$ cat config.mk
export PLATFORM = sky130hd
export DESIGN_NAME = axi_sram_burst_slave
export DESIGN_NICKNAME = d
export VERILOG_FILES = /design/src/rtl/axi_sram_burst_slave.sv
export SDC_FILE = /design/constraint.sdc
export NUM_CORES = 1
export LEC_CHECK = 0
export ABC_AREA = 1
export CORE_UTILIZATION = 39
export CTS_CLUSTER_SIZE = 20
export DETAILED_ROUTE_END_ITERATION = 10
export GPL_ROUTABILITY_DRIVEN = 0
export PLACE_DENSITY = 0.85
export SKIP_LAST_GASP = 1
export SLEW_MARGIN = 15
export SYNTH_ARGS = -nofsm -noshare
export SYNTH_HDL_FRONTEND = slang
export SYNTH_SLANG_ARGS = --single-unit
$ cat constraint.sdc
create_clock -name ACLK -period 1.9 [get_ports ACLK]
set_input_delay 0.57 -clock ACLK [delete_from_list [all_inputs] [get_ports ACLK]]
set_output_delay 0.57 -clock ACLK [all_outputs]
set_load 0.005 [all_outputs]
$ cat src/rtl/axi_sram_burst_slave.sv
// AXI3-style burst slave in front of a single-port synchronous SRAM.
// One transaction at a time. Bursts are FIXED or INCR, each 1..16 beats.
// Each beat is range-checked against ADDR_LIMIT.
// Optional feature: define SRAM_SLAVE_WRAP_EN to accept WRAP bursts with LEN 1/3/7/15.
// Without it, WRAP is treated like the reserved burst encoding: the burst is handshaken,
// the SRAM is not touched, and the response is SLVERR.
// Read timing: DO is expected valid at the end of the MEM_LATENCY-th strobe cycle.
module axi_sram_burst_slave #(
  parameter int          ID_WIDTH    = 8,
  parameter int          MEM_AW      = 14,
  parameter int          MEM_LATENCY = 1,
  parameter logic [31:0] ADDR_LIMIT  = 32'h0001_FFFF
) (
  input  logic                ACLK,
  input  logic                ARESETn,
  // write address channel
  input  logic [ID_WIDTH-1:0] AWID,
  input  logic [31:0]         AWADDR,
  input  logic [3:0]          AWLEN,
  input  logic [1:0]          AWBURST,
  input  logic                AWVALID,
  output logic                AWREADY,
  // write data channel
  input  logic [31:0]         WDATA,
  input  logic [3:0]          WSTRB,
  input  logic                WLAST,
  input  logic                WVALID,
  output logic                WREADY,
  // write response channel
  output logic [ID_WIDTH-1:0] BID,
  output logic [1:0]          BRESP,
  output logic                BVALID,
  input  logic                BREADY,
  // read address channel
  input  logic [ID_WIDTH-1:0] ARID,
  input  logic [31:0]         ARADDR,
  input  logic [3:0]          ARLEN,
  input  logic [1:0]          ARBURST,
  input  logic                ARVALID,
  output logic                ARREADY,
  // read data channel
  output logic [ID_WIDTH-1:0] RID,
  output logic [31:0]         RDATA,
  output logic [1:0]          RRESP,
  output logic                RLAST,
  output logic                RVALID,
  input  logic                RREADY,
  // SRAM port
  output logic                CS,
  output logic                OE,
  output logic [3:0]          WEB,
  output logic [MEM_AW-1:0]   A,
  output logic [31:0]         DI,
  input  logic [31:0]         DO
);

  typedef enum logic [2:0] {
    ST_IDLE,
    ST_WDATA,
    ST_WRESP,
    ST_RWAIT,
    ST_RDATA
  } state_t;

  localparam logic [1:0] RESP_OKAY   = 2'b00;
  localparam logic [1:0] RESP_SLVERR = 2'b10;
  localparam logic [1:0] RESP_DECERR = 2'b11;

  localparam logic [1:0] BURST_FIXED = 2'b00;
  localparam logic [1:0] BURST_INCR  = 2'b01;
`ifdef SRAM_SLAVE_WRAP_EN
  localparam logic [1:0] BURST_WRAP  = 2'b10;
`endif

  localparam logic [1:0] LAT_LAST = 2'(MEM_LATENCY - 1);

  state_t              state;
  logic [ID_WIDTH-1:0] id_q;
  logic [31:0]         addr_q;
  logic [3:0]          len_q;
  logic [1:0]          burst_q;
  logic [3:0]          beat_cnt;
  logic [1:0]          lat_cnt;
  logic [1:0]          wresp_acc;
  logic                last_was_read;

  logic                grant_w;
  logic                grant_r;
  logic                burst_ok;
  logic                in_range;
  logic                beat_access;
  logic [1:0]          beat_resp;
  logic [31:0]         next_addr;
  logic [MEM_AW-1:0]   word_idx;
  logic                last_by_count;
  logic [1:0]          wr_final_resp;
`ifdef SRAM_SLAVE_WRAP_EN
  logic [31:0]         wrap_mask;
`endif

  // Response codes are ordered so the numerically larger one is the more severe one.
  function automatic logic [1:0] worst(input logic [1:0] a, input logic [1:0] b);
    return (a > b) ? a : b;
  endfunction

  // Arbitration: on a tie, serve the direction that was not served last time.
  always_comb begin
    grant_w = AWVALID && (!ARVALID || last_was_read);
    grant_r = ARVALID && (!AWVALID || !last_was_read);
  end

  assign AWREADY = ARESETn && (state == ST_IDLE) && grant_w;
  assign ARREADY = ARESETn && (state == ST_IDLE) && grant_r;
  assign WREADY  = ARESETn && (state == ST_WDATA);

  // Decode the current beat: legality, range, response, SRAM index and next address.
  always_comb begin
    burst_ok = (burst_q == BURST_FIXED) || (burst_q == BURST_INCR);
    next_addr = addr_q;
`ifdef SRAM_SLAVE_WRAP_EN
    wrap_mask = {26'd0, len_q, 2'b11};
    if ((burst_q == BURST_WRAP) &&
        ((len_q == 4'd1) || (len_q == 4'd3) || (len_q == 4'd7) || (len_q == 4'd15)))
      burst_ok = 1'b1;
    if (burst_q == BURST_WRAP)
      next_addr = (addr_q & ~wrap_mask) | ((addr_q + 32'd4) & wrap_mask);
`endif
    if (burst_q == BURST_INCR)
      next_addr = addr_q + 32'd4;
    in_range      = (addr_q <= ADDR_LIMIT);
    beat_access   = burst_ok && in_range;
    beat_resp     = !burst_ok ? RESP_SLVERR : (!in_range ? RESP_DECERR : RESP_OKAY);
    word_idx      = addr_q[MEM_AW+1:2];
    last_by_count = (beat_cnt == len_q);
    wr_final_resp = worst(wresp_acc, beat_resp);
    if (WLAST != last_by_count)
      wr_final_resp = worst(wr_final_resp, RESP_SLVERR);
  end

  // SRAM strobes: writes happen in the same cycle as the W handshake, reads are held through RWAIT.
  always_comb begin
    CS  = 1'b0;
    OE  = 1'b0;
    WEB = 4'hF;
    A   = '0;
    DI  = '0;
    if ((state == ST_WDATA) && WVALID && beat_access) begin
      CS  = 1'b1;
      WEB = ~WSTRB;
      A   = word_idx;
      DI  = WDATA;
    end else if ((state == ST_RWAIT) && beat_access) begin
      CS = 1'b1;
      OE = 1'b1;
      A  = word_idx;
    end
  end

  // Transaction FSM with registered B and R channel outputs.
  always_ff @(posedge ACLK or negedge ARESETn) begin
    if (!ARESETn) begin
      state         <= ST_IDLE;
      id_q          <= '0;
      addr_q        <= '0;
      len_q         <= '0;
      burst_q       <= '0;
      beat_cnt      <= '0;
      lat_cnt       <= '0;
      wresp_acc     <= RESP_OKAY;
      last_was_read <= 1'b1;
      BVALID        <= 1'b0;
      BID           <= '0;
      BRESP         <= RESP_OKAY;
      RVALID        <= 1'b0;
      RID           <= '0;
      RDATA         <= '0;
      RRESP         <= RESP_OKAY;
      RLAST         <= 1'b0;
    end else begin
      case (state)
        ST_IDLE: begin
          if (grant_w) begin
            id_q          <= AWID;
            addr_q        <= AWADDR;
            len_q         <= AWLEN;
            burst_q       <= AWBURST;
            beat_cnt      <= '0;
            wresp_acc     <= RESP_OKAY;
            last_was_read <= 1'b0;
            state         <= ST_WDATA;
          end else if (grant_r) begin
            id_q          <= ARID;
            RID           <= ARID;
            addr_q        <= ARADDR;
            len_q         <= ARLEN;
            burst_q       <= ARBURST;
            beat_cnt      <= '0;
            lat_cnt       <= '0;
            last_was_read <= 1'b1;
            state         <= ST_RWAIT;
          end
        end
        ST_WDATA: begin
          if (WVALID) begin
            if (WLAST || last_by_count) begin
              BVALID <= 1'b1;
              BID    <= id_q;
              BRESP  <= wr_final_resp;
              state  <= ST_WRESP;
            end else begin
              wresp_acc <= worst(wresp_acc, beat_resp);
              addr_q    <= next_addr;
              beat_cnt  <= beat_cnt + 4'd1;
            end
          end
        end
        ST_WRESP: begin
          if (BREADY) begin
            BVALID <= 1'b0;
            state  <= ST_IDLE;
          end
        end
        ST_RWAIT: begin
          if (lat_cnt == LAT_LAST) begin
            RVALID <= 1'b1;
            RDATA  <= beat_access ? DO : 32'd0;
            RRESP  <= beat_resp;
            RLAST  <= last_by_count;
            state  <= ST_RDATA;
          end else begin
            lat_cnt <= lat_cnt + 2'd1;
          end
        end
        ST_RDATA: begin
          if (RREADY) begin
            RVALID <= 1'b0;
            RLAST  <= 1'b0;
            if (last_by_count) begin
              state <= ST_IDLE;
            end else begin
              addr_q   <= next_addr;
              beat_cnt <= beat_cnt + 4'd1;
              lat_cnt  <= '0;
              state    <= ST_RWAIT;
            end
          end
        end
        default: state <= ST_IDLE;
      endcase
    end
  end

endmodule

## Yosys cells after proc, flatten, opt, wreduce, memory -nomap -nowiden

Cells that the tools add are included.

- Reductions and logical operators: 36
- Add/subtract/negate cells: 3
- Multiplexer cells: 64
- Equal/unequal tests: 19
- Magnitude comparators: 3
- Bitwise operators: 2

Operators by type and width:

| kind | count |
|---|---|
| $mux W32 | 9 |
| $pmux W32 S3 | 1 |
| $mux W4 | 9 |
| $add A32 B3 Y32 const B | 1 |
| $le A32 B17 Y1 const B | 1 |
| $mux W2 | 16 |
| $mux W14 | 2 |
| $mux W3 | 7 |
| $ne A2 B2 Y1 const B | 9 |
| $reduce_and A6 Y1 | 3 |
| $mux W8 | 2 |
| $pmux W3 S5 | 1 |
| $pmux W4 S3 | 1 |
| $mux W1 | 11 |
| $logic_and A1 B1 Y1 | 10 |
| $reduce_and A3 Y1 | 3 |
| $reduce_and A4 Y1 | 2 |
| $reduce_bool A2 Y1 | 4 |
| $eq A3 B2 Y1 const B | 2 |
| $pmux W1 S2 | 3 |
| $pmux W2 S3 | 1 |
| $reduce_bool A3 Y1 | 2 |
| $add A4 B1 Y4 const B | 1 |
| $eq A4 B4 Y1 | 1 |
| 17 further kinds | 25 |

- Register bits: 113
- Output and inout bits: 110
- Word-level logic and storage cells: 144
- Input port bits: 168

## Longest topological paths before layout

Gate-level depths: netlist of run 1.

- Word-level depth: 8
- Depth in mapped cells: 16
- Mapped depth without buffers: 16

## Worst setup path before layout of run 1

OpenSTA, ideal clock, no wires.

- Path type: register to output
- From: reg addr_q[19]
- To: out A[10]
- Arrival: 1.498 ns
- Path buffers: 1
- Setup slack: -0.168 ns
- Required time: 1.330 ns
- Stages on the path, launching flop included: 10
- Path through: dfrtp_1 or2_0 nor3_2 nand3_2 inv_2 nand2_2 inv_2 nor2_2 buf_6 nor2_1

- Word-level cells in the longest chain between the ends: 5
- Elaborated cells between the ends (all ways): 6
- Those cells by class: 1 x order compare; 2 x mux; 3 x reduce/logical

RTL lines:

| what | RTL line | source |
|---|---|---|
| start: declaration | 79 | `logic [31:0] addr_q;` |
| start signal: assignment | 212 | `addr_q <= next_addr;` |
| start signal: assignment | 241 | `addr_q <= next_addr;` |
| $le A32 B17 Y1 * | 130 | `in_range = (addr_q <= ADDR_LIMIT);` |
| $logic_and A1 B1 Y1 * | 131 | `beat_access = burst_ok && in_range;` |
| $logic_and A1 B1 Y1 | 152 | `end else if ((state == ST_RWAIT) && beat_access) begin` |
| $mux W14 | 152 |  |
| $mux W14 * | 147 | `if ((state == ST_WDATA) && WVALID && beat_access) begin` |
| end: declaration | 52 | `output logic [MEM_AW-1:0] A,` |

Mark *: on every way between the ends. The rest lies on a longest branch, timed or not.

## Final worst setup path of run 1

- From: reg addr_q[22]
- To: out DI[19]

- Word-level cells in the longest chain between the ends: 4

RTL lines:

| what | RTL line | source |
|---|---|---|
| $le A32 B17 Y1 | 130 |  |
| $logic_and A1 B1 Y1 | 131 |  |
| $logic_and A1 B1 Y1 | 147 |  |
| $mux W32 | 147 |  |
| end: declaration | 53 | `output logic [31:0] DI,` |

No other way between the ends.

==> results of run 1 <==
==> layout make-up <==
type / count / area share
multi-input cells: 764 / 0.344
repair inverters: 2 / 0.00229
clock buffers: 10 / 0.0199
well taps: 220 / 0.0229
flip-flops and latches: 111 / 0.231
diodes: 1 / 0.000208
repair buffers: 423 / 0.334
inverters: 121 / 0.0399
clock inverters: 6 / 0.00500
==> worst max-delay path: stages (launching register included) <==
cell and delay [ps]:
sky130_fd_sc_hd__dfrtp_1 420, sky130_fd_sc_hd__nor2_1 130, sky130_fd_sc_hd__nand3_1 110, sky130_fd_sc_hd__nor3_2 210
sky130_fd_sc_hd__nand3_2 130, sky130_fd_sc_hd__inv_2 120, sky130_fd_sc_hd__nand2_8 120, sky130_fd_sc_hd__buf_16 170
sky130_fd_sc_hd__buf_6 110, sky130_fd_sc_hd__nor2_1 150, sky130_fd_sc_hd__buf_2 180
==> cells in the mapped netlist <==
library cell	count
sky130_fd_sc_hd__nand2_1	408
sky130_fd_sc_hd__nor2_1	175
sky130_fd_sc_hd__inv_1	115
sky130_fd_sc_hd__dfrtp_1	110
sky130_fd_sc_hd__o21ai_0	78
sky130_fd_sc_hd__nand3_1	30
sky130_fd_sc_hd__buf_2	17
sky130_fd_sc_hd__clkbuf_1	17
sky130_fd_sc_hd__a31oi_1	10
sky130_fd_sc_hd__ha_1	7
sky130_fd_sc_hd__nand4_1	7
sky130_fd_sc_hd__o211ai_1	7
sky130_fd_sc_hd__o22ai_1	7
sky130_fd_sc_hd__inv_2	6
sky130_fd_sc_hd__xor2_1	6
sky130_fd_sc_hd__nor2_2	5
sky130_fd_sc_hd__a21oi_1	4
sky130_fd_sc_hd__nand2_2	3
sky130_fd_sc_hd__buf_6	2
sky130_fd_sc_hd__nand3_2	2
sky130_fd_sc_hd__nand3b_1	2
sky130_fd_sc_hd__nor3_1	2
sky130_fd_sc_hd__nor3_2	2
sky130_fd_sc_hd__or2_2	2
sky130_fd_sc_hd__a22oi_1	1
sky130_fd_sc_hd__clkbuf_2	1
sky130_fd_sc_hd__dfstp_2	1
sky130_fd_sc_hd__nor2_4	1
sky130_fd_sc_hd__o21ai_1	1
sky130_fd_sc_hd__o21bai_1	1
sky130_fd_sc_hd__o221ai_1	1
sky130_fd_sc_hd__or2_0	1
==> placed cells by master (no fill, tap or decap), types with 36 or more instances in the layout <==
| cell type | synthesis | routed |
|---|---|---|
| sky130_fd_sc_hd__o21ai_0 | 78 | 55 |
| sky130_fd_sc_hd__inv_1 | 115 | 101 |
| sky130_fd_sc_hd__nand2_2 | 3 | 76 |
| sky130_fd_sc_hd__buf_4 | 0 | 96 |
| sky130_fd_sc_hd__dfrtp_1 | 110 | 110 |
| sky130_fd_sc_hd__nand2_1 | 408 | 297 |
| sky130_fd_sc_hd__buf_6 | 2 | 36 |
| sky130_fd_sc_hd__nor2_1 | 175 | 130 |
| sky130_fd_sc_hd__nand2_4 | 0 | 37 |
| sky130_fd_sc_hd__clkdlybuf4s50_1 | 0 | 214 |
| sky130_fd_sc_hd__buf_2 | 17 | 52 |
==> kinds of logic (layout without fill, tap and decap cells) <==
| group | count (synthesis) | in the layout |
|---|---|---|
| buffers and inverters | 158 | 562 |
| AO/OA/AOI/OAI | 110 | 110 |
| AND/OR/NAND/NOR | 640 | 641 |
| XOR/XNOR | 6 | 6 |
| other | 0 | 1 |
| flip-flops | 111 | 111 |
| adder cells (fa/ha/maj) | 7 | 7 |
==> flip-flops by register name, summed over array words and instances, names as in the netlist <==
| name | count |
|---|---|
| BID | 8 |
| wresp_acc | 2 |
| RLAST | 1 |
| RID | 8 |
| last_was_read | 1 |
| RRESP | 2 |
| BVALID | 1 |
| id_q | 8 |
| lat_cnt | 2 |
| addr_q | 30 |
| RVALID | 1 |
| RDATA | 32 |
| len_q | 4 |
| beat_cnt | 4 |
| state | 3 |
| burst_q | 2 |
| BRESP | 2 |
==> layer usage <==
layer  wire, µm  share of wire
met2      13700           0.50
met1      10300           0.37
met3       2450          0.089
met4       1190          0.043
met5          0              0
==> per-stage QoR <==
step / utilization / worst slack, ps / total power (W) / setup TNS (ps)
2_1_floorplan: - / -103 / 0.00773 / -1930
3_3_place_gp: 0.616 / -1230 / 0.0107 / -72800
3_5_place_dp: 0.616 / -1260 / 0.0109 / -76940
4_1_cts: 0.682 / -789 / 0.0145 / -41260
5_1_grt: 0.722 / -974 / 0.0168 / -58500
6_report: 0.722 / -873 / 0.0158 / -44730
==> power groups by stage <==
stage / combinational, W / sequential [W] / clock, W
final: 0.00994 / 0.00390 / 0.00193
after global placement: 0.00685 / 0.00383 / 0
after global routing: 0.0107 / 0.00399 / 0.00207
after CTS: 0.00874 / 0.00381 / 0.00194
after detailed placement: 0.00703 / 0.00386 / 0
after floorplan: 0.00385 / 0.00388 / 0
==> how the worst min path moves through the flow <==
stage	startpoint	end	slack (ps)	depth (start not counted)
final	ARESETn	addr_q[13]	270	2
after detailed placement	BID[4]	BID[4]	460	2
after global routing	ARESETn	addr_q[6]	290	2
after global placement	BID[5]	BID[5]	460	2
after floorplan	ARESETn	BID[0]	270	0
after CTS	ARESETn	addr_q[13]	270	2
==> timing repair <==
action,CTS,global route
hold endpoints to repair,0,0
pin swaps,29,63
gates resized for setup,345,213
endpoints found under the setup margin,97,137
buffers inserted,73,9
cloned,8,6
==> impl_results.md, run 1 <==
- Mean instance size in the synthesized netlist: 6.47 µm²
- Final Hold Vio Count: 0
- Count of unresolved DRC violations after routing: 0
- Sw power: 0.00708 W
- Dominant combinational cell family by area after synthesis: simple AND/OR/NAND/NOR gates
- Clock tree from TritonCTS: yes
- Floorplan die width: 133 µm
- Adder-cell area share of the yosys netlist: 0.0131
- FF-to-FF path depth: 14
- Vertical extent of the die: 133 µm
- Post-synthesis mux area share: 0
- RSZ-0062 raised after global routing: true
- Combined area of the multi-input logic cells: 4140 µm²
- Overall via count from detail_route: 8511
- Setup CP Type: flip-flop to output port
- Placed cell areas: 10300 µm²
- Detail-routed net length per standard cell: 16.6 µm
- Die Outline Area: 17600 µm²
- Port bufs: 273
- Largest area contributor in the netlist: sky130_fd_sc_hd__dfrtp_1
- Layout area overhead: 80.0%
- Global routing met1 resource utilization: 0.338
- Endpoint kind of the worst setup timing path: output port
- M2 GR Usage: 0.485
- Worst-case hold slack: 273 ps
- Drt pass-1 iters: 7
- Fraction of layout instances using a drive strength above 1: 0.302
- I/O pins: 278
- Number of unique standard cell types used by synthesis: 32
- Share of the synthesized area in the top cell type: 0.412
- Clock Power Share: 0.123
- TritonCTS Buffers: 9
- Global-route wire length before repair: 40.2 mm
- Share of the clock period used by the worst path: 1.46
- GR Util All Layers: 0.287
- Fin crit period: 2770 ps
- Type of origin of the critical path: flip-flop
- Count of state elements after synthesis: 111
- Skew-Pair Late Insertion Delay: 350 ps
- Effective utilization at floorplan: 0.401
- Max-slew violation total from the final report: 0
- Arrival time at the worst endpoint: 2200 ps
- Reported leakage power: 6.03 nW
- Cell count after placement: 1570
- Post-detailed-route count of antenna-violating nets: 0
- Net count, final: 1607
- Cell area after technology mapping: 6680 µm²
- Power Internal: 0.00870 W
- Peak supply drop: 0.980 mV
- Count of yosys warnings during synthesis: 0
- Post-synth net total: 1207
- Buffer cell driving the clock tree root: sky130_fd_sc_hd__clkbuf_16
- CTS Sinks: 111
- Most Used Layer, Global Route: met2
- Fin cells: 1658
- Biggest area contributors in the synthesized netlist: sky130_fd_sc_hd__dfrtp_1 41%, sky130_fd_sc_hd__nand2_1 23%, sky130_fd_sc_hd__nor2_1 9.8%, sky130_fd_sc_hd__inv_1 6.5%, sky130_fd_sc_hd__o21ai_0 5.8%
- Part of the power in combinational logic: 0.630
- Remaining global-route overflow: 0
- Compound-gate portion of the synthesized area: 0.0896
- Detailed placer's ending HPWL: 17.1 mm
- Initial antenna violation count: 1
- Slew margin rel.: 0.683
- Class of the most critical hold timing path: input port to async pin
- Reg2Reg Setup Slack: -460 ps
- Post-Synth Simple-Gate Area: 0.379
- Required time of the worst setup path: 1330 ps
- Final routed wirelength across all metal layers: 27.6 mm
- Number of filler instances in the final layout: 1181
- Violations in the final reports: setup timing
- Total power divided by cell area: 1310 nW/µm²
- Max Root-Sink Buffers: 2
- Proportion of total power due to net switching: 0.448
- Area of the core region: 16600 µm²
- Critical-path maximum fanout: 5
- Count of maximum capacitance violations: 0
- Vias in the first global route: 8355
- Synth Instances: 1032
- Worst clock skew on the final layout: 9.19 ps
- Beginning of the worst register-to-register path: addr_q[22]
- Maximum operating frequency: 361 MHz
- Number of setup violations in the final report: 126
- Number of hold-repair buffers added at the cts stage: 0
- Area of all placed cells without fillers: 12000 µm²
- Largest net degree at the start of global routing: 86
- CTS H-Tree Depth: 3
- Reg area: 2780 µm²
- Power share of the sequential group: 0.247
- Vias per Instance: 5.13
- Worst Max-Slew Pin Slew: 476 ps
- Reg-to-reg critical path endpoint: BRESP[0]
- Critical path destination: DI[19]
- Outcome: complete, but fails checks
- Number of DRC markers in iteration 0: 784
- Min setup slack post-route: -873 ps
- Sequential area share after synthesis: 0.416
- Row count: 47
- XOR/XNOR Fraction of Synth Area: 0.00787
- Met3 Track Usage GR: 0.0770
- First element of the critical path: addr_q[22]
- Reg clk slew, reported paths: 80 ps
No activity file was read; power rests on OpenSTA's default activity.
==> run 2: changes to the inputs <==
--- a/config.mk
+++ b/config.mk
@@ -10,8 +10,7 @@
 export CTS_CLUSTER_SIZE = 20
 export DETAILED_ROUTE_END_ITERATION = 10
 export GPL_ROUTABILITY_DRIVEN = 0
-export PLACE_DENSITY = 0.85
-export SKIP_LAST_GASP = 1
+export PLACE_DENSITY_LB_ADDON = 0.2
 export SLEW_MARGIN = 15
 export SYNTH_ARGS = -nofsm -noshare
 export SYNTH_HDL_FRONTEND = slang
==> impl_results.md, run 2 (same netlist as run 1, synthesis figures left out) <==
- Most frequent standard cell in the layout excluding fill and tap cells: sky130_fd_sc_hd__nand2_1
- Combined area of the multi-input logic cells: 3980 µm²
- Critical-path maximum fanout: 5
- Part of the power in combinational logic: 0.637
- Count of unresolved DRC violations after routing: 0
- Global-route wire length before repair: 39.2 mm
- Global routing met1 resource utilization: 0.326
- Worst clock skew on the final layout: 8.99 ps
- Clock Power Share: 0.121
- Vertical extent of the die: 133 µm
- GR Util All Layers: 0.281
- Detail-routed net length per standard cell: 15.1 µm
- Number of setup violations in the final report: 96
- Skew-Pair Late Insertion Delay: 360 ps
- Number of filler instances in the final layout: 1383
- Antenna diode count: 0
- Die Outline Area: 17600 µm²
- CTS H-Tree Depth: 3
- Largest net degree at the start of global routing: 54
- Max-slew violation total from the final report: 0
- Beginning of the worst register-to-register path: addr_q[27]
- Reg clk slew, reported paths: 80 ps
- Vias per Instance: 4.84
- Flip-flop count of the largest register, all copies and words added: 32
- Sw power: 0.00702 W
- Buffer cell driving the clock tree root: sky130_fd_sc_hd__clkbuf_16
- FF-to-FF path depth: 16
- Total power divided by cell area: 1360 nW/µm²
- TritonCTS Buffers: 9
- Setup CP Type: flip-flop to output port
- Area of the core region: 16600 µm²
- Met3 Track Usage GR: 0.0762
- Slowest cell on the critical path: sky130_fd_sc_hd__dfrtp_1
- CTS Sinks: 111
- Max Root-Sink Buffers: 2
- Share of the clock period used by the worst path: 1.41
- Post-detailed-route count of antenna-violating nets: 0
- Net count, final: 1587
- Detailed placer's ending HPWL: 17.1 mm
- Top flop regs: RDATA: 32 flops, addr_q: 30 flops
- Pre-CTS worst setup slack: -992 ps
- Worst Path Buf+Inv: 6
- Power Internal: 0.00897 W
- Required time of the worst setup path: 1330 ps
- Reg-to-reg critical path endpoint: wresp_acc[0]
- Layout area overhead: 75.9%
- Proportion of total power due to net switching: 0.439
- Cell count after placement: 1578
- Class of the most critical hold timing path: input port to async pin
- Remaining global-route overflow: 0
- Total power: 0.0160 W
- Most flop-heavy register: RDATA
- Final routed wirelength across all metal layers: 24.8 mm
- Drt pass-1 iters: 5
- Vias in the first global route: 7983
- CP delay by family, top: simple AND/OR/NAND/NOR gates
- Number of hold-repair buffers added at the cts stage: 0
- Outcome: complete, but fails checks
- Slowest Stage Delay on Critical Path: 400 ps
- Maximum operating frequency: 374 MHz
- Floorplan die width: 133 µm
- Fraction of layout instances using a drive strength above 1: 0.263
- Min setup slack post-route: -776 ps
- Top library cells by usage in the layout, fill and taps aside: 342 x sky130_fd_sc_hd__nand2_1, 213 x sky130_fd_sc_hd__clkdlybuf4s50_1, 124 x sky130_fd_sc_hd__nor2_1
- Port bufs: 273
- M2 GR Usage: 0.487
- Arrival time at the worst endpoint: 2110 ps
- RSZ-0062 raised after global routing: true
- Initial antenna violation count: 0
- Overall via count from detail_route: 7925
- Final Hold Vio Count: 0
- Crit-path cells: inv_1, nand4_1, nor2_2, nand3_2, inv_4, nand2_8, buf_6, inv_4, nor2_4, buf_16, nor2_2, buf_2
- Post-route setup TNS: -43290 ps
- Fin cells: 1637
- I/O pins: 278
- Violations in the final reports: setup timing
- Power share of the sequential group: 0.243
- Count of maximum capacitance violations: 0
- Reg area: 2780 µm²
- Most Used Layer, Global Route: met2
- Worst Max-Slew Pin Slew: 668 ps
- Worst-case hold slack: 443 ps
- Reg2Reg Setup Slack: -290 ps
- Endpoint kind of the worst setup timing path: output port
- Type of origin of the critical path: flip-flop
- Effective utilization at floorplan: 0.401
- Row count: 47
- Reported leakage power: 5.82 nW
- Clock tree from TritonCTS: yes
- Peak supply drop: 0.838 mV
- Fin crit period: 2680 ps
- Number of DRC markers in iteration 0: 480
- Slew margin rel.: 0.555
==> run 2: cell types whose count changed in the layout (fill, tap and decap cells not counted), moves of 4 or more <==
cell                      before  now
sky130_fd_sc_hd__buf_4        96   92
sky130_fd_sc_hd__nand2_1     297  342
sky130_fd_sc_hd__inv_1       101  106
sky130_fd_sc_hd__nor2_1      130  124
sky130_fd_sc_hd__buf_12       13   22
sky130_fd_sc_hd__buf_6        36   15
sky130_fd_sc_hd__nand2_2      76   47
sky130_fd_sc_hd__inv_2        16   11
sky130_fd_sc_hd__nand2_4      37   21
==> run 2: timing repair <==
action / 4_1_cts / 5_1_grt
pin swaps: 46 / 41
setup buffers: 30 / 17
gates cloned: 9 / 1
endpoints found under the hold margin: 0 / 0
endpoints found under the setup margin: 100 / 137
resized for setup: 356 / 125
==> run 2: per-layer routing <==
metal / routed length, µm / vias up
met5: 0 / -
met4: 831 / 0
met3: 1780 / 62
met2: 12200 / 270
met1: 9980 / 3662
li1: - / 3931
==> run 2: power groups by stage <==
stage / Clock [W] / Combinational [W] / Sequential (W)
5_1_grt: 0.00205 / 0.0111 / 0.00397
3_3_place_gp: 0 / 0.00707 / 0.00384
6_report: 0.00193 / 0.0102 / 0.00388
3_5_place_dp: 0 / 0.00720 / 0.00387
2_1_floorplan: 0 / 0.00385 / 0.00388
4_1_cts: 0.00197 / 0.00926 / 0.00383
==> run 2: worst max-delay path by stage <==
stage / startpoint / end / slack, ps / cells past startpoint
2_1_floorplan: addr_q[18] / A[10] / -100 / 9
3_3_place_gp: WVALID / A[4] / -930 / 9
3_5_place_dp: WVALID / A[10] / -990 / 9
4_1_cts: addr_q[23] / A[4] / -800 / 12
5_1_grt: addr_q[22] / A[9] / -880 / 12
6_report: addr_q[27] / A[10] / -780 / 12
==> run 2: worst register-to-register path: stages (launching register included) <==
cell and delay, ps:
sky130_fd_sc_hd__dfrtp_1 400, sky130_fd_sc_hd__inv_1 80, sky130_fd_sc_hd__nand4_1 130, sky130_fd_sc_hd__nor2_2 220, sky130_fd_sc_hd__nand3_2 150, sky130_fd_sc_hd__inv_4 100
sky130_fd_sc_hd__buf_4 100, sky130_fd_sc_hd__buf_4 90, sky130_fd_sc_hd__buf_6 80, sky130_fd_sc_hd__buf_6 90, sky130_fd_sc_hd__ha_4 210, sky130_fd_sc_hd__nor2_4 100
sky130_fd_sc_hd__o22ai_4 90, sky130_fd_sc_hd__nor2_2 100, sky130_fd_sc_hd__a21oi_2 50, sky130_fd_sc_hd__nand2_1 60, sky130_fd_sc_hd__nand2_1 50
==> run 2: final cells by class <==
class / count / area share
Sequential cell: 111 / 0.237
Tap cell: 220 / 0.0234
Clock inverter: 7 / 0.00639
Multi-Input combinational cell: 763 / 0.339
Clock buffer: 9 / 0.0192
Timing Repair inverter: 1 / 0.00139
Inverter: 121 / 0.0416
Timing Repair Buffer: 405 / 0.333
==> run 2: per-stage QoR <==
stage          instance area (µm²)  utilization
2_1_floorplan                 6730            -
3_3_place_gp                 10400        0.623
3_5_place_dp                 10400        0.623
4_1_cts                      11400        0.683
5_1_grt                      11700        0.706
6_report                     11700        0.706
==> run 3: changes to the inputs <==
--- a/config.mk
+++ b/config.mk
@@ -6,7 +6,9 @@
 export NUM_CORES = 1
 export LEC_CHECK = 0
 export ABC_AREA = 1
-export CORE_UTILIZATION = 39
+export CELL_PAD_IN_SITES_DETAIL_PLACEMENT = 0
+export CELL_PAD_IN_SITES_GLOBAL_PLACEMENT = 2
+export CORE_UTILIZATION = 20
 export CTS_CLUSTER_SIZE = 20
 export DETAILED_ROUTE_END_ITERATION = 10
 export GPL_ROUTABILITY_DRIVEN = 0
@@ -15,3 +17,4 @@
 export SYNTH_ARGS = -nofsm -noshare
 export SYNTH_HDL_FRONTEND = slang
 export SYNTH_SLANG_ARGS = --single-unit
+export TNS_END_PERCENT = 10
==> impl_results.md, run 3 (same netlist as run 1, synthesis figures left out) <==
- Pre-CTS worst setup slack: -1020 ps
- Count of maximum capacitance violations: 0
- Overall via count from detail_route: 7419
- Die Outline Area: 34100 µm²
- Peak supply drop: 0.561 mV
- Required time of the worst setup path: 1330 ps
- Worst Max-Slew Pin Slew: 487 ps
- Arrival time at the worst endpoint: 2140 ps
- Buffer cell driving the clock tree root: sky130_fd_sc_hd__clkbuf_16
- RSZ-0062 raised after global routing: true
- Port bufs: 273
- Share of the clock period used by the worst path: 1.43
- Fin crit period: 2710 ps
- CTS Sinks: 111
- Area of the core region: 32700 µm²
- Vertical extent of the die: 185 µm
- Reported leakage power: 5.62 nW
- Max Root-Sink Buffers: 2
- Top library cells by usage in the layout, fill and taps aside: 403 x sky130_fd_sc_hd__nand2_1, 210 x sky130_fd_sc_hd__clkdlybuf4s50_1, 135 x sky130_fd_sc_hd__nor2_1
- Combined area of the multi-input logic cells: 3520 µm²
- Reg clk slew, reported paths: 90 ps
- Reg area: 2780 µm²
- Number of hold-repair buffers added at the cts stage: 0
- Remaining global-route overflow: 0
- Number of DRC markers in iteration 0: 241
- Min setup slack post-route: -808 ps
- Detail-routed net length per standard cell: 14.4 µm
- Most frequent standard cell in the layout excluding fill and tap cells: sky130_fd_sc_hd__nand2_1
- Final routed wirelength across all metal layers: 26.6 mm
- Final Hold Vio Count: 0
- Most flop-heavy register: RDATA
- Class of the most critical hold timing path: input port to async pin
- Flip-flop count of the largest register, all copies and words added: 32
- Type of origin of the critical path: flip-flop
- Net count, final: 1573
- Setup CP Type: flip-flop to output port
- Fin cells: 1846
- TritonCTS Buffers: 9
- Violations in the final reports: setup timing
- Initial antenna violation count: 1
- Layout area overhead: 68.8%
- Post-detailed-route count of antenna-violating nets: 0
- End-of-flow core utilization: 0.345
- Slew margin rel.: 0.676
- Skew-Pair Late Insertion Delay: 360 ps
- Outcome: complete, but fails checks
- Reg2Reg Setup Slack: -350 ps
- Worst clock skew on the final layout: 10.9 ps
- Largest net degree at the start of global routing: 77
- Clock tree from TritonCTS: yes
- Row count: 66
- Fraction of layout instances using a drive strength above 1: 0.185
- CTS H-Tree Depth: 3
- Count of unresolved DRC violations after routing: 0
- Number of filler instances in the final layout: 3613
- Vias in the first global route: 7582
- Detailed placer's ending HPWL: 20.6 mm
- Number of setup violations in the final report: 95
- I/O pins: 278
- Critical-path maximum fanout: 4
- Post-route setup TNS: -38820 ps
- Global-route wire length before repair: 41.4 mm
- Total power divided by cell area: 1190 nW/µm²
- Maximum operating frequency: 369 MHz
- Effective utilization at floorplan: 0.204
- Vias per Instance: 4.02
- GR Util All Layers: 0.156
- Top flop regs: RDATA: 32 flops, addr_q: 30 flops
- Drt pass-1 iters: 4
- Floorplan die width: 185 µm
- Cell count after placement: 1814
- Worst-case hold slack: 314 ps
- Endpoint kind of the worst setup timing path: output port
- Max-slew violation total from the final report: 0
-- run 3: cell type report --
cell class / instances / area share
diodes: 1 / 0.000222
clock buffers: 9 / 0.0200
clock inverters: 7 / 0.00666
inverters: 121 / 0.0412
multi-input cells: 763 / 0.312
flip-flops and latches: 111 / 0.247
well taps: 442 / 0.0491
repair buffers: 392 / 0.324
-- run 3: through the flow --
stage,total power [W],cell area [µm²]
2_1_floorplan,0.00773,6710
3_3_place_gp,0.0114,10700
3_5_place_dp,0.0114,10700
4_1_cts,0.0137,11200
5_1_grt,0.0148,11300
6_report,0.0134,11300
-- run 3: worst paths after layout --
path | from | end | depth (start not counted)
min in group ACLK | RID[7] | RID[7] | 2
hold / removal | ARESETn | BID[6] | 2
hold reg to reg | RID[7] | RID[7] | 2
max in group asynchronous | ARESETn | addr_q[8] | 3
setup reg to reg | addr_q[23] | BRESP[0] | 15
setup / recovery | addr_q[23] | A[12] | 11
-- run 3: what timing repair did --
| item | CTS | global route |
|---|---|---|
| buffers inserted | 13 | 3 |
| pin swaps | 13 | 9 |
| cloned | 2 | 0 |
| setup endpoints to repair | 101 | 133 |
| resized for setup | 233 | 58 |
-- run 3: where the power goes --
part	leakage, nW	total, W	switching (W)	internal (W)
Clock	0.148	0.00201	0.00107	0.000938
Combinational	4.05	0.00757	0.00416	0.00341
Sequential	1.42	0.00385	0.000589	0.00326
-- run 3: worst max-delay path, stage by stage (launching register included) --
cell and delay (ps):
sky130_fd_sc_hd__dfrtp_1 400, sky130_fd_sc_hd__nor2_2 130, sky130_fd_sc_hd__nand3_2 90, sky130_fd_sc_hd__nor3_4 210, sky130_fd_sc_hd__nand3_2 150, sky130_fd_sc_hd__buf_6 150
sky130_fd_sc_hd__nor2_4 110, sky130_fd_sc_hd__nor2_4 80, sky130_fd_sc_hd__buf_12 140, sky130_fd_sc_hd__buf_8 120, sky130_fd_sc_hd__nor2_4 70, sky130_fd_sc_hd__buf_2 120
-- run 3: per-layer routing --
layer	track usage	vias to the layer above	share of wire	wire (µm)
met5	0	-	0	0
met4	0.0221	0	0.0092	245
met3	0.0460	13	0.068	1800
met2	0.270	168	0.48	12800
met1	0.195	3337	0.44	11700
li1	-	3901	-	-
==> RTL change, RTL diff (flow settings as in run 3) <==
Make the reset (`ARESETn`) synchronous in one clocked block.
--- a/src/rtl/axi_sram_burst_slave.sv
+++ b/src/rtl/axi_sram_burst_slave.sv
@@ -158,5 +158,5 @@
 
   // Transaction FSM with registered B and R channel outputs.
-  always_ff @(posedge ACLK or negedge ARESETn) begin
+  always_ff @(posedge ACLK) begin
     if (!ARESETn) begin
       state         <= ST_IDLE;
Function: differs if ARESETn is asserted again (counterexample within 4 cycles, from zero or initial values and one cycle with ARESETn low); with ARESETn held inactive, the same outputs for 4 cycles.
==> RTL change against run 3 <==
The run still ends with negative setup slack left. Wire length rose by 3.4%. Setup slack improved by 0.087 ns. Final cell count fell by 0.81%. Sequential cell count did not move. Non-clock buffer count rose by 11. Total power fell by 7.9%. Critical endpoint is now A[4]. Critical path type unchanged. Largest cell class is now multi-input gates. Sequential power fell by 14%. Area after synthesis fell by 4.5%. Final area fell by 1.9%. Synthesized cell count rose by 2.8%.
==> RTL change: results (changes against run 3) <==
[outcome]
status=complete, but fails checks
violations=negative setup slack

[placed_design]
place_hpwl_um=20100  ; -2.8%
dp_cells=1799  ; -0.83%
placed_area_mm2=0.0105  ; -2.3%

[routing]
highest_layer=met5
routed_wl_um=27500  ; +3.4%
dr_wl_met2_um=12200  ; -5.0%
drt-met1-wl_um=13100  ; +11%
vias=7845  ; +5.7%
wl_met3_um=1940  ; +8.0%
drt_iter0_markers=378  ; +57%

[global_route]
gr-usage-all-layers=0.166  ; +0.00979
antenna_found_initial=2  ; +1
grt_max_degree=64  ; -17%
grt_pass1_wl_um=42600  ; +3.1%
grt_pass1_vias=7581  ; -0.013%

[sta]
setup_viol=73  ; -23%
fin_tns_setup_ns=-27.70  ; +11.11 ns
skew_ns=0.00866  ; -0.00228 ns
worstMarginPinSlew_ns=0.700  ; +0.213 ns
fin_ws_ns=-0.721  ; +0.0865 ns

[setup_path]
critPathArrivalTime_ns=2.05  ; -0.09 ns
crit_fanout=5  ; +1
r2r_cells=17  ; +2

[clock_tree]
cts_buffers=9  ; unchanged

[logic_synthesis]
yosysTopAreaCell=dfxtp_1
ys_seq_area_frac=0.349  ; -0.0677
synth_commonest_cells=253 x nor2_1, 228 x nand2_1, 111 x dfxtp_1, 102 x inv_1, 83 x o21ai_0
synth.area.top_cells=dfxtp_1 35%, nor2_1 15%, nand2_1 13%
ys_async_sr_fraction=0  ; -1.00
syn-num-nets=1236  ; +2.4%
ys_types=32  ; unchanged
avgSynthCellArea_um2=6.01  ; -7.1%

[cells_and_area]
fillers=3448  ; -4.6%
largest-register=RDATA
fin_nets=1599  ; +1.7%
layout-drive-gt1-share=0.234  ; +0.0486
stdcell_count=1831  ; -0.81%

[worst_hold_path]
min_path_cells=2
min_path_type=reg2reg

[power]
ir_drop_mv=0.553  ; -1.4%
power_leakage_nw=4.60  ; -18%

## RTL change: final cells by class
cell class / count / area (µm²) / share of cell area
multi-input cells: 790 / 3890 / 0.352
repair buffers: 403 / 3700 / 0.334
flip-flops and latches: 111 / 2240 / 0.202
well taps: 402 / 503 / 0.0455
inverters: 109 / 424 / 0.0384
clock buffers: 9 / 225 / 0.0204
clock inverters: 6 / 76.3 / 0.00690
diodes: 1 / 2.50 / 0.000226
## RTL change: logic make-up (layout without fill, tap and decap cells)
| family | Yosys count | after routing | synth area share |
|---|---|---|---|
| AND/OR/NAND/NOR | 581 | 581 | 0.371 |
| other | 0 | 1 | 0 |
| buffers and inverters | 160 | 527 | 0.102 |
| AO/OA/AOI/OAI | 199 | 199 | 0.161 |
| adder cells (fa/ha/maj) | 7 | 7 | 0.0137 |
| XOR/XNOR | 3 | 3 | 0.00412 |
| flip-flops | 111 | 111 | 0.349 |
## RTL change: through the flow
step	hold slack (ns)	worst slack [ns]
global route	0.488	-0.843
CTS	0.465	-0.817
floorplan	0.429	-0.0446
global placement	0.449	-1.00
finish	0.463	-0.721
detailed placement	0.452	-1.07
## RTL change: final timing paths
path               from        to  slack, ns
min reg2reg      RVALID    RVALID       0.46
max          addr_q[23]      A[4]      -0.72
max reg2reg  addr_q[23]  BRESP[0]      -0.47
min              RVALID    RVALID       0.46
## RTL change: timing repair
action | 4_1_cts | 5_1_grt
resized for setup | 231 | 106
setup endpoints to repair | 101 | 136
endpoints found under the hold margin | 0 | 0
setup buffers | 17 | 6
pin swaps | 20 | 11
gates cloned | 1 | 0
## RTL change: worst max-delay path: stages (launching register included)
cell and delay (ns):
dfxtp_1 0.32, inv_1 0.10, nand4_1 0.13, nor2_1 0.13, nand2_2 0.10, nor2_4 0.13, buf_6 0.12, inv_4 0.03
nor2_4 0.10, nor2_4 0.08, buf_12 0.13, buf_12 0.13, nor2_4 0.08, buf_2 0.11
## RTL change: where the power goes
| part | leakage (nW) | total (mW) | switching [mW] | internal (mW) |
|---|---|---|---|---|
| Combinational | 3.54 | 7.01 | 3.81 | 3.20 |
| Sequential | 0.913 | 3.31 | 0.395 | 2.91 |
| Clock | 0.148 | 2.05 | 1.00 | 1.04 |
| Total | 4.60 | 12.4 | 5.21 | 7.16 |
## RTL change: layer usage
| layer | track usage | up-vias |
|---|---|---|
| li1 | - | 4100 |
| met4 | 0.0325 | 2 |
| met1 | 0.217 | 3481 |
| met5 | 0 | - |
| met3 | 0.0449 | 18 |
| met2 | 0.273 | 244 |
